<file path="src/rtl/it_ctrl_if.sv">
// Pre-decoder <-> IT controller bundle: instruction/flush/restore requests in,
// ITSTATE and derived condition/block status out.
interface it_ctrl_if;
  logic       inst_valid;
  logic       stall;
  logic       it_flag;
  logic [7:0] it_status;
  logic       flush;
  logic       restore_en;
  logic [7:0] restore_val;

  logic [7:0] itstate;
  logic [3:0] it_cond;
  logic       in_it_blk;
  logic       last_in_it;
  logic [2:0] it_remain;
  logic       it_err;

  modport master (
    output inst_valid, stall, it_flag, it_status, flush, restore_en, restore_val,
    input  itstate, it_cond, in_it_blk, last_in_it, it_remain, it_err
  );

  modport slave (
    input  inst_valid, stall, it_flag, it_status, flush, restore_en, restore_val,
    output itstate, it_cond, in_it_blk, last_in_it, it_remain, it_err
  );
endinterface

</file>
<file path="src/rtl/it_ctrl.sv">
// Thumb-2 ITSTATE owner: loads on IT, advances per accepted instruction, one-cycle update latency.
// stall freezes all loads/advances; restore_en beats flush, which beats everything else.
module it_ctrl #(
  parameter logic [3:0] AL_COND         = 4'hE,
  parameter bit         CHECK_FIRSTCOND = 1'b1
) (
  input  logic      clk,
  input  logic      rst_n,
  it_ctrl_if.slave  bus
);

  logic [7:0] itstate_q;
  logic [7:0] itstate_d;
  logic       err_q;
  logic       err_d;
  logic       in_blk;
  logic [2:0] remain;

  // IDLE/IN_BLK is implied by the mask nibble; no separate state register.
  assign in_blk = |itstate_q[3:0];

  always_comb begin
    itstate_d = itstate_q;
    err_d     = 1'b0;
    if (bus.restore_en) begin
      itstate_d = bus.restore_val;
    end else if (bus.flush) begin
      itstate_d = 8'h00;
    end else if (bus.stall) begin
      itstate_d = itstate_q;
    end else if (bus.inst_valid) begin
      if (bus.it_flag) begin
        if (in_blk) begin
          itstate_d = 8'h00;
          err_d     = 1'b1;
        end else if (bus.it_status[3:0] == 4'h0) begin
          // mask 0 encodes a hint instruction, not an IT
          itstate_d = itstate_q;
        end else if (CHECK_FIRSTCOND && (bus.it_status[7:4] == 4'hF)) begin
          err_d = 1'b1;
        end else begin
          itstate_d = bus.it_status;
        end
      end else if (in_blk) begin
        if (itstate_q[2:0] == 3'b000) begin
          itstate_d = 8'h00;
        end else begin
          itstate_d[4:0] = {itstate_q[3:0], 1'b0};
        end
      end
    end
  end

  always_ff @(posedge clk or negedge rst_n) begin
    if (!rst_n) begin
      itstate_q <= 8'h00;
      err_q     <= 1'b0;
    end else begin
      itstate_q <= itstate_d;
      err_q     <= err_d;
    end
  end

  // Lowest set mask bit marks the terminating 1; its position gives the count left.
  always_comb begin
    remain = 3'd0;
    if (itstate_q[0])      remain = 3'd4;
    else if (itstate_q[1]) remain = 3'd3;
    else if (itstate_q[2]) remain = 3'd2;
    else if (itstate_q[3]) remain = 3'd1;
  end

  assign bus.itstate    = itstate_q;
  assign bus.in_it_blk  = in_blk;
  assign bus.it_cond    = in_blk ? itstate_q[7:4] : AL_COND;
  assign bus.last_in_it = in_blk && (itstate_q[2:0] == 3'b000);
  assign bus.it_remain  = remain;
  assign bus.it_err     = err_q;

endmodule
</file>
<file path="src/flat_wrapper.sv">
// flat-port wrapper written by rule: the top's interface ports become plain ports
module it_ctrl_flat 
#(
  parameter logic [3:0] AL_COND         = 4'hE,
  parameter bit         CHECK_FIRSTCOND = 1'b1
)
  (clk, rst_n, bus_inst_valid, bus_stall, bus_it_flag, bus_it_status, bus_flush, bus_restore_en, bus_restore_val, bus_itstate, bus_it_cond, bus_in_it_blk, bus_last_in_it, bus_it_remain, bus_it_err);
  it_ctrl_if bus_i ();
  input  logic clk;
  input  logic rst_n;
  input wire logic [$bits(bus_i.inst_valid)-1:0] bus_inst_valid;
  input wire logic [$bits(bus_i.stall)-1:0] bus_stall;
  input wire logic [$bits(bus_i.it_flag)-1:0] bus_it_flag;
  input wire logic [$bits(bus_i.it_status)-1:0] bus_it_status;
  input wire logic [$bits(bus_i.flush)-1:0] bus_flush;
  input wire logic [$bits(bus_i.restore_en)-1:0] bus_restore_en;
  input wire logic [$bits(bus_i.restore_val)-1:0] bus_restore_val;
  output wire logic [$bits(bus_i.itstate)-1:0] bus_itstate;
  output wire logic [$bits(bus_i.it_cond)-1:0] bus_it_cond;
  output wire logic [$bits(bus_i.in_it_blk)-1:0] bus_in_it_blk;
  output wire logic [$bits(bus_i.last_in_it)-1:0] bus_last_in_it;
  output wire logic [$bits(bus_i.it_remain)-1:0] bus_it_remain;
  output wire logic [$bits(bus_i.it_err)-1:0] bus_it_err;
  assign bus_i.inst_valid = bus_inst_valid;
  assign bus_i.stall = bus_stall;
  assign bus_i.it_flag = bus_it_flag;
  assign bus_i.it_status = bus_it_status;
  assign bus_i.flush = bus_flush;
  assign bus_i.restore_en = bus_restore_en;
  assign bus_i.restore_val = bus_restore_val;
  assign bus_itstate = bus_i.itstate;
  assign bus_it_cond = bus_i.it_cond;
  assign bus_in_it_blk = bus_i.in_it_blk;
  assign bus_last_in_it = bus_i.last_in_it;
  assign bus_it_remain = bus_i.it_remain;
  assign bus_it_err = bus_i.it_err;
  it_ctrl #(.AL_COND(AL_COND), .CHECK_FIRSTCOND(CHECK_FIRSTCOND)) u_core (.clk(clk), .rst_n(rst_n), .bus(bus_i));
endmodule
</file>
<file path="config.mk">
export PLATFORM = sky130hd
export DESIGN_NAME = it_ctrl_flat
export DESIGN_NICKNAME = d
export VERILOG_FILES = /design/src/rtl/it_ctrl_if.sv /design/src/rtl/it_ctrl.sv /design/src/flat_wrapper.sv
export SDC_FILE = /design/constraint.sdc
export NUM_CORES = 1
export LEC_CHECK = 0
export CORE_ASPECT_RATIO = 1.2
export CORE_MARGIN = 3
export CORE_UTILIZATION = 39
export CTS_CLUSTER_SIZE = 24
export DETAILED_ROUTE_END_ITERATION = 10
export PLACE_DENSITY = 0.93
export SLEW_MARGIN = 10
export SYNTH_ARGS = -nofsm -noshare
export SYNTH_HDL_FRONTEND = slang
export SYNTH_SLANG_ARGS = --single-unit
</file>
<file path="constraint.sdc">
create_clock -name clk -period 3.3 [get_ports clk]
set_input_delay 0.495 -clock clk [delete_from_list [all_inputs] [get_ports clk]]
set_output_delay 0.495 -clock clk [all_outputs]
set_load 0.01 [all_outputs]
</file>
* After elaboration in Yosys (flattened, before gate mapping)
Cells that the tools add are included.
** Storage, ports and cells
- Bits in latches :: 0
- RAM bits :: 0
- ROM bits :: 0
- Output and inout bits :: 18
- Memories kept :: 0
- Flip-flop bits (word level) :: 9
** Operators by class
- Shifts and indexed selects :: 0
- Order comparisons :: 0
- Eq/ne operators :: 4
- $mul :: 0
- Divide/modulo/power cells :: 0
- Add/subtract/negate cells :: 0
- Bitwise logic cells :: 0
- Mux-type cells :: 24
- Reduce and logical (&&, ||, !) cells :: 9
** Operator list (number)
- 2-to-1 mux 8 bit :: 9
- 2-to-1 mux 3 bit :: 4
- 2-to-1 mux 1 bit :: 9
- inequality test 4 x 3 -> 1 bit, second input constant :: 2
- nonzero test 4 bit :: 2
- AND reduction 6 bit :: 1
- 2-to-1 mux 5 bit :: 1
- AND reduction 5 bit :: 1
- == test 4 bit, second input constant :: 1
- logical NOT 4 bit :: 1
- 2-to-1 mux 4 bit :: 1
- OR reduction 4 bit :: 1
- logical NOT 3 bit :: 1
- inequality test 3 x 1 -> 1 bit, second input constant :: 1
- nonzero test 3 bit :: 1
- logical AND 1 bit :: 1

* Longest topological paths before layout
Gate-level depths: netlist (run 1).
- Depth in word-level cells :: 9
- Mapped depth :: 5
- Mapped depth without buffers :: 5

* Worst setup path before layout (run 1)
Ideal clock, no wire load.
- Path type :: register to register
- From :: register u_core.itstate_q[0], in the netlist u_core.bus.itstate[0]
- To :: register u_core.itstate_q[5], in the netlist u_core.bus.itstate[5]
- Stages on the path, launching flop included :: 5
- Path slack :: 1.621 ns
- Data required time :: 3.172 ns
- Arrival time :: 1.552 ns
- Cells stage by stage :: dfrtp_1 -> nor4b_2 -> o21ai_1 -> a22oi_2 -> mux2_1
** Between the ends
- Longest elaborated chain between the ends :: 7
- Elaborated cells between the ends (all ways) :: 13
- Classes of those cells :: eq/ne (2); mux (6); reduce/logical (5)
** Ends and longest elaborated chain
- from (decl) :: line it_ctrl.sv:12 : logic [7:0] itstate_q;
- from (signal assigned) :: line it_ctrl.sv:59 : itstate_q <= itstate_d;
- OR reduction 4 bit :: line it_ctrl.sv:20 : assign in_blk = |itstate_q[3:0];
- 2-to-1 mux 8 bit :: line it_ctrl.sv:33 : if (in_blk) begin
- 2-to-1 mux 8 bit :: line it_ctrl.sv:32 : if (bus.it_flag) begin
- 2-to-1 mux 8 bit :: line it_ctrl.sv:31 : end else if (bus.inst_valid) begin
- 2-to-1 mux 8 bit :: line it_ctrl.sv:29 : end else if (bus.stall) begin
- 2-to-1 mux 8 bit :: line it_ctrl.sv:27 : end else if (bus.flush) begin
- 2-to-1 mux 8 bit :: line it_ctrl.sv:25 : if (bus.restore_en) begin
Several ways; a longest one is shown, not always the timed one. The select of a mux whose other input is x is not followed.
A chain may end at the register's enable or synchronous reset.

* Final worst setup path (run 1)
- From :: register u_core.itstate_q[0], in the netlist u_core.bus.itstate[0]
- To :: output port bus_it_cond[0]
** Between the ends
- Longest elaborated chain between the ends :: 2
** Ends and longest elaborated chain
- OR reduction 4 bit :: line it_ctrl.sv:20
- 2-to-1 mux 4 bit :: line it_ctrl.sv:75 : assign bus.it_cond = in_blk ? itstate_q[7:4] : AL_COND;
- to (decl) :: line flat_wrapper.sv:19 : output wire logic [$bits(bus_i.it_cond)-1:0] bus_it_cond;
No other way between the ends.

==> results.cfg, run 1 <==
[status]
outcome = finished, final reports clean

[job]
max_cap_violations = 0

[synth]
synth_top_cell_area_share_pct = 33.9
synth_common_cells = dfrtp_1 (9), mux2_1 (5), a22o_1 (4), nand2b_1 (4), nor2_1 (3)
synth_ff_type = dfrtp_1
ys_top_cells_by_area = dfrtp_1 (34%), mux2_1 (8.5%), a22o_1 (5.3%), mux2_4 (4.5%), nand2b_1 (3.8%)
ys_ff_latch = 9
ys_warn_count = 0
synth.most_common_cell = dfrtp_1
syn_area_um2 = 664
syn_inst = 62
synth_top_area_cell = dfrtp_1
async_flop_share_pct = 100
synth_area_per_cell_um2 = 10.7
seq_area_frac_synth_pct = 33.9
synth_cell_type_count = 35
synth-edff-count = 0
synth_fp_nets = 85

[critical_path]
crit_path_end_kind = output port
worstSetupEndpoint = bus_it_cond[0]
rr_worst_depth = 5
worstPathMaxFanout = 9
crit_type = flop to output port
startpoint_type = flop
required_ns = 2.80
r2r_slack_ns = 1.56
rr_endpoint = u_core.bus.itstate[7]$_DFFE_PN0P_
r2r-start = u_core.bus.itstate[0]$_DFFE_PN0P_
crit_path_start = u_core.bus.itstate[0]$_DFFE_PN0P_
arrival_ns = 1.92

[timing]
finalCritPeriodShare_pct = 73.1
rsz0062_at_grt = false
fin_setup_tns_ns = 0
clock_skew_ns = 0.00116
fmax_ghz = 0.415
relSlewSlack_pct = 68.5
tightest_slew_ns = 0.471
drv_slew = 0
setup_viol = 0
finalHoldViolations = 0
min_period_ns = 2.41

[die]
rows = 15
die_w_um = 43.7
core_area_mm2 = 0.00152
die_h_um = 51.2
pin_count = 41
die-area_mm2 = 0.00224
start_util_pct = 43.7

[finish]
fin_nets = 127
n_antenna_cell = 0
drive_gt1_share_pct = 12.6
finalNonFillerCells = 120
postLayoutCellArea_mm2 = 0.00109
area_growth_pct = 64.0
multi_input_area_um2 = 409
fill_cells = 112
regArea_um2 = 225

[grt]
track_usage_pct = 19.3
grt-ovfl-total = 0
grt_pass1_vias = 685
antenna_found_initial = 0
grt_start_max_net_pins = 14
grt_first_pass_wirelength_mm = 3.15

[detailed_routing]
drtIter0Drc = 18
drc = 0
detail-route-antenna-nets = 0
drt_pass1_iterations = 4
wl_mm = 1.92
wl_per_cell_um = 16.0
avgViaCountPerCell = 5.78
num_vias = 694

[placed_design]
place_area_mm2 = 0.00106
place_congestion = 0.862
place_inst = 116
hpwlAfterDp_mm = 1.56
portBuffers = 40

[power]
power_per_cell_area_mw_per_mm2 = 345
power_uw = 376
peakVddDrop_uv = 147
p_leak_nw = 0.439

[clock_network]
ctsHoldBuffers = 0
post_cts_buffers = 0
cts_max_level = 1
cts_resized = 0
clock_latency_ns = 0.26
cts_buffers = 3
tritoncts = yes
clock_path_buffers = 2
path_clk_slew_ns = 0.06
cts-root-buf = clkbuf_4
cts_sinks = 9

[min_path]
hold_class = flop to flop
[logic make-up (layout without fill, tap and decap cells)]
family          after synthesis  count (layout)  synth area share (%)
buf+inv                       5              46                  4.52
simple gates                 28              28                  30.1
compound gates               12              12                  16.9
mux                           8               8                  14.5
flops                         9               9                  33.9
[worst min path at each step]
stage,start,endpoint,slack [ns],depth (start not counted)
after CTS,u_core.bus.itstate[6]$_DFFE_PN0P_,u_core.bus.itstate[6]$_DFFE_PN0P_,0.51,1
final,u_core.bus.itstate[6]$_DFFE_PN0P_,u_core.bus.itstate[6]$_DFFE_PN0P_,0.50,1
after global routing,rst_n,u_core.bus.it_err$_DFF_PN0_,0.55,1
after floorplan,rst_n,u_core.bus.it_err$_DFF_PN0_,0.20,0
after detailed placement,u_core.bus.itstate[6]$_DFFE_PN0P_,u_core.bus.itstate[6]$_DFFE_PN0P_,0.49,1
after global placement,u_core.bus.itstate[7]$_DFFE_PN0P_,u_core.bus.itstate[7]$_DFFE_PN0P_,0.49,1
[critical path: stages (launching register included)]
cell and delay [ns]:
dfrtp_1 0.49, nor4_4 0.37, inv_2 0.14, and2_1 0.18, clkdlybuf4s50_1 0.47
[through the flow]
stage | setup slack (ns) | util (%) | hold slack (ns)
CTS | 0.873 | 71.7 | 0.507
floorplan | 1.62 | - | 0.199
detailed placement | 0.886 | 70.0 | 0.495
global route | 0.790 | 71.7 | 0.545
finish | 0.889 | 71.7 | 0.504
global placement | 0.964 | 70.0 | 0.490
[flip-flops by register name, indices dropped and copies added, names as in the netlist]
register / flops
u_core.bus.it_err: 1
u_core.bus.itstate: 8
[layout by cell type (no fill, tap or decap)]
cell type,instances
nor4b_2,1
o211ai_4,1
clkdlybuf4s50_1,40
nand2_1,2
a221oi_1,1
nand4_1,2
clkbuf_4,3
nor4_4,1
a22oi_2,1
nor3_1,1
nor4_1,2
mux2i_1,1
and3_1,1
nand2_2,1
nor2_2,1
inv_1,1
a221o_1,2
nor2b_1,2
o21ai_0,1
mux2_1,5
nand3_1,1
mux2_4,2
nand4bb_1,1
nor4b_1,2
nand2b_1,4
clkbuf_1,1
a21oi_1,1
dfrtp_1,9
o21ai_1,1
a22o_1,4
and2_1,1
nor2_1,3
nor3_2,1
and4_1,1
inv_2,1
[report_power, final]
part | switching (mW) | total (mW) | internal (mW)
combinational | 0.0612 | 0.156 | 0.0952
sequential | 0.0170 | 0.137 | 0.120
clock | 0.0355 | 0.0819 | 0.0464
[area by class of cell]
cell class	instances	area share (%)
Inverter	2	0.689
Tap cell	17	1.95
Sequential cell	9	20.7
Timing Repair Buffer	40	36.7
Clock buffer	4	2.41
Multi-Input combinational cell	48	37.5
[per-layer routing]
metal	GRT usage, %	share of wire (%)	vias to the layer above
met3	3.52	10	7
li1	-	-	321
met4	12.6	3.1	0
met2	31.8	51	45
met5	0	0	-
met1	22.2	36	321
(Power assumes the default switching activity.)
==> run 2: changes to the inputs <==
--- a/config.mk
+++ b/config.mk
@@ -7,10 +7,10 @@
 export LEC_CHECK = 0
 export CORE_ASPECT_RATIO = 1.2
 export CORE_MARGIN = 3
-export CORE_UTILIZATION = 39
+export CORE_UTILIZATION = 36
 export CTS_CLUSTER_SIZE = 24
 export DETAILED_ROUTE_END_ITERATION = 10
-export PLACE_DENSITY = 0.93
+export PLACE_DENSITY = 0.88
 export SLEW_MARGIN = 10
 export SYNTH_ARGS = -nofsm -noshare
 export SYNTH_HDL_FRONTEND = slang
==> constraint.sdc (replaced) <==
create_clock -name clk -period 2.3 [get_ports clk]
set_input_delay 0.345 -clock clk [delete_from_list [all_inputs] [get_ports clk]]
set_output_delay 0.345 -clock clk [all_outputs]
set_load 0.01 [all_outputs]
==> run 2 against run 1 <==
Effect of this change:
- die area increased by 7.3%
- design area increased by 2.9%
- register-to-register slack got worse by 0.93 ns
- largest cell class is now non-clock buffers
==> results.cfg, run 2 (synthesis results as in run 1) <==
[status]
outcome = finished, final reports clean

[detailed_routing]
drt_pass1_iterations = 4
drtIter0Drc = 26
num_vias = 727
wl_mm = 2.17
detail-route-antenna-nets = 0
avgViaCountPerCell = 5.82
drc = 0
wl_per_cell_um = 17.3

[power]
power_uw = 553
switching_share_pct = 30.8
power_per_cell_area_mw_per_mm2 = 494
peakVddDrop_uv = 200
p_int_uw = 383
switchingPower_uw = 171
p_clk_share_pct = 21.8
p_seq_share_pct = 35.0
comb_power_share_pct = 43.2
p_leak_nw = 0.459

[finish]
drive_gt1_share_pct = 15.9
fin_nets = 131
largest_reg_flops = 8
area_growth_pct = 68.7
fill_cells = 137
n_antenna_cell = 0
final_cell_mix = clkdlybuf4s50_1 (40), dfrtp_1 (9), mux2_1 (5)
layout_commonest_cell = clkdlybuf4s50_1

[clock_network]
tritoncts = yes
cts_resized = 0
post_cts_buffers = 0
cts_buffers = 3
clock_path_buffers = 2
path_clk_slew_ns = 0.06
cts_sinks = 9
cts-root-buf = clkbuf_4
clock_latency_ns = 0.26
ctsHoldBuffers = 0
cts_max_level = 1

[critical_path]
required_ns = 1.96
crit_type = flop to output port
arrival_ns = 1.82
startpoint_type = flop
worstPathMaxFanout = 7
crit_path_end_kind = output port

[die]
start_util_pct = 39.5
die-area_mm2 = 0.00240
die_h_um = 53.1
rows = 16
die_w_um = 45.2
pin_count = 41
core_area_mm2 = 0.00168

[timing]
fin_setup_tns_ns = 0
clock_skew_ns = 0.00298
finalHoldViolations = 0
tightest_slew_ns = 0.410
min_period_ns = 2.16
relSlewSlack_pct = 72.5
rsz0062_at_grt = false
setup_viol = 0
drv_slew = 0
finalCritPeriodShare_pct = 94.1
fmax_ghz = 0.462

[placed_design]
portBuffers = 40
hpwlAfterDp_mm = 1.78
place_congestion = 0.837

[job]
max_cap_violations = 0

[grt]
grt_start_max_net_pins = 13
track_usage_pct = 20.0
grt_pass1_vias = 714
antenna_found_initial = 0
grt-ovfl-total = 0
grt_first_pass_wirelength_mm = 3.45

[min_path]
hold_class = input port to async pin
-- run 2: per-layer routing --
metal	GRT usage [%]	up-vias	share of wire (%)
met4	7.80	0	1.8
met1	23.6	352	39
met2	34.0	40	50
li1	-	331	-
met3	5.10	4	9.1
met5	0	-	0
-- run 2: power groups by stage --
stage	clock, mW	sequential, mW	combinational, mW
floorplan	0	0.202	0.0892
global placement	0	0.194	0.234
detailed placement	0	0.196	0.239
CTS	0.127	0.194	0.240
global route	0.138	0.196	0.258
finish	0.121	0.194	0.239
-- run 2: metrics by stage --
step	cell area, um2	hold WS (ns)	utilization (%)	worst slack, ns	cells
2_1_floorplan	664	0.0494	-	0.621	62
3_3_place_gp	1090	0.486	65.1	0.365	121
3_5_place_dp	1090	0.520	65.1	0.287	121
4_1_cts	1120	0.385	66.7	0.124	125
5_1_grt	1120	0.398	66.7	0.0719	125
6_report	1120	0.382	66.7	0.136	125
-- run 2: worst paths after layout --
path	startpoint	to	slack, ns	depth (start not counted)
max	u_core.bus.itstate[0]$_DFFE_PN0P_	bus_it_cond[0]	0.14	4
min	rst_n	u_core.bus.itstate[2]$_DFFE_PN0P_	0.38	1
max reg2reg	u_core.bus.itstate[0]$_DFFE_PN0P_	u_core.bus.itstate[6]$_DFFE_PN0P_	0.63	5
min reg2reg	u_core.bus.itstate[7]$_DFFE_PN0P_	u_core.bus.itstate[7]$_DFFE_PN0P_	0.53	1
max in group asynchronous	rst_n	u_core.bus.itstate[4]$_DFFE_PN0P_	1.63	1
min in group clk	u_core.bus.itstate[7]$_DFFE_PN0P_	u_core.bus.itstate[7]$_DFFE_PN0P_	0.53	1
-- run 2: layout make-up --
type | instances | area [um2] | share of cell area, %
tap | 18 | 22.5 | 2.01
clock buffer | 4 | 26.3 | 2.34
sequential | 9 | 225 | 20.1
timing repair buffer | 44 | 430 | 38.4
multi-input combinational | 48 | 409 | 36.5
inverter | 2 | 7.51 | 0.670
-- run 2: critical path: stages, from the launching register on --
cell	delay, ns
dfrtp_1	0.44
nor4_4	0.35
inv_2	0.13
and2_1	0.17
clkdlybuf4s50_1	0.47
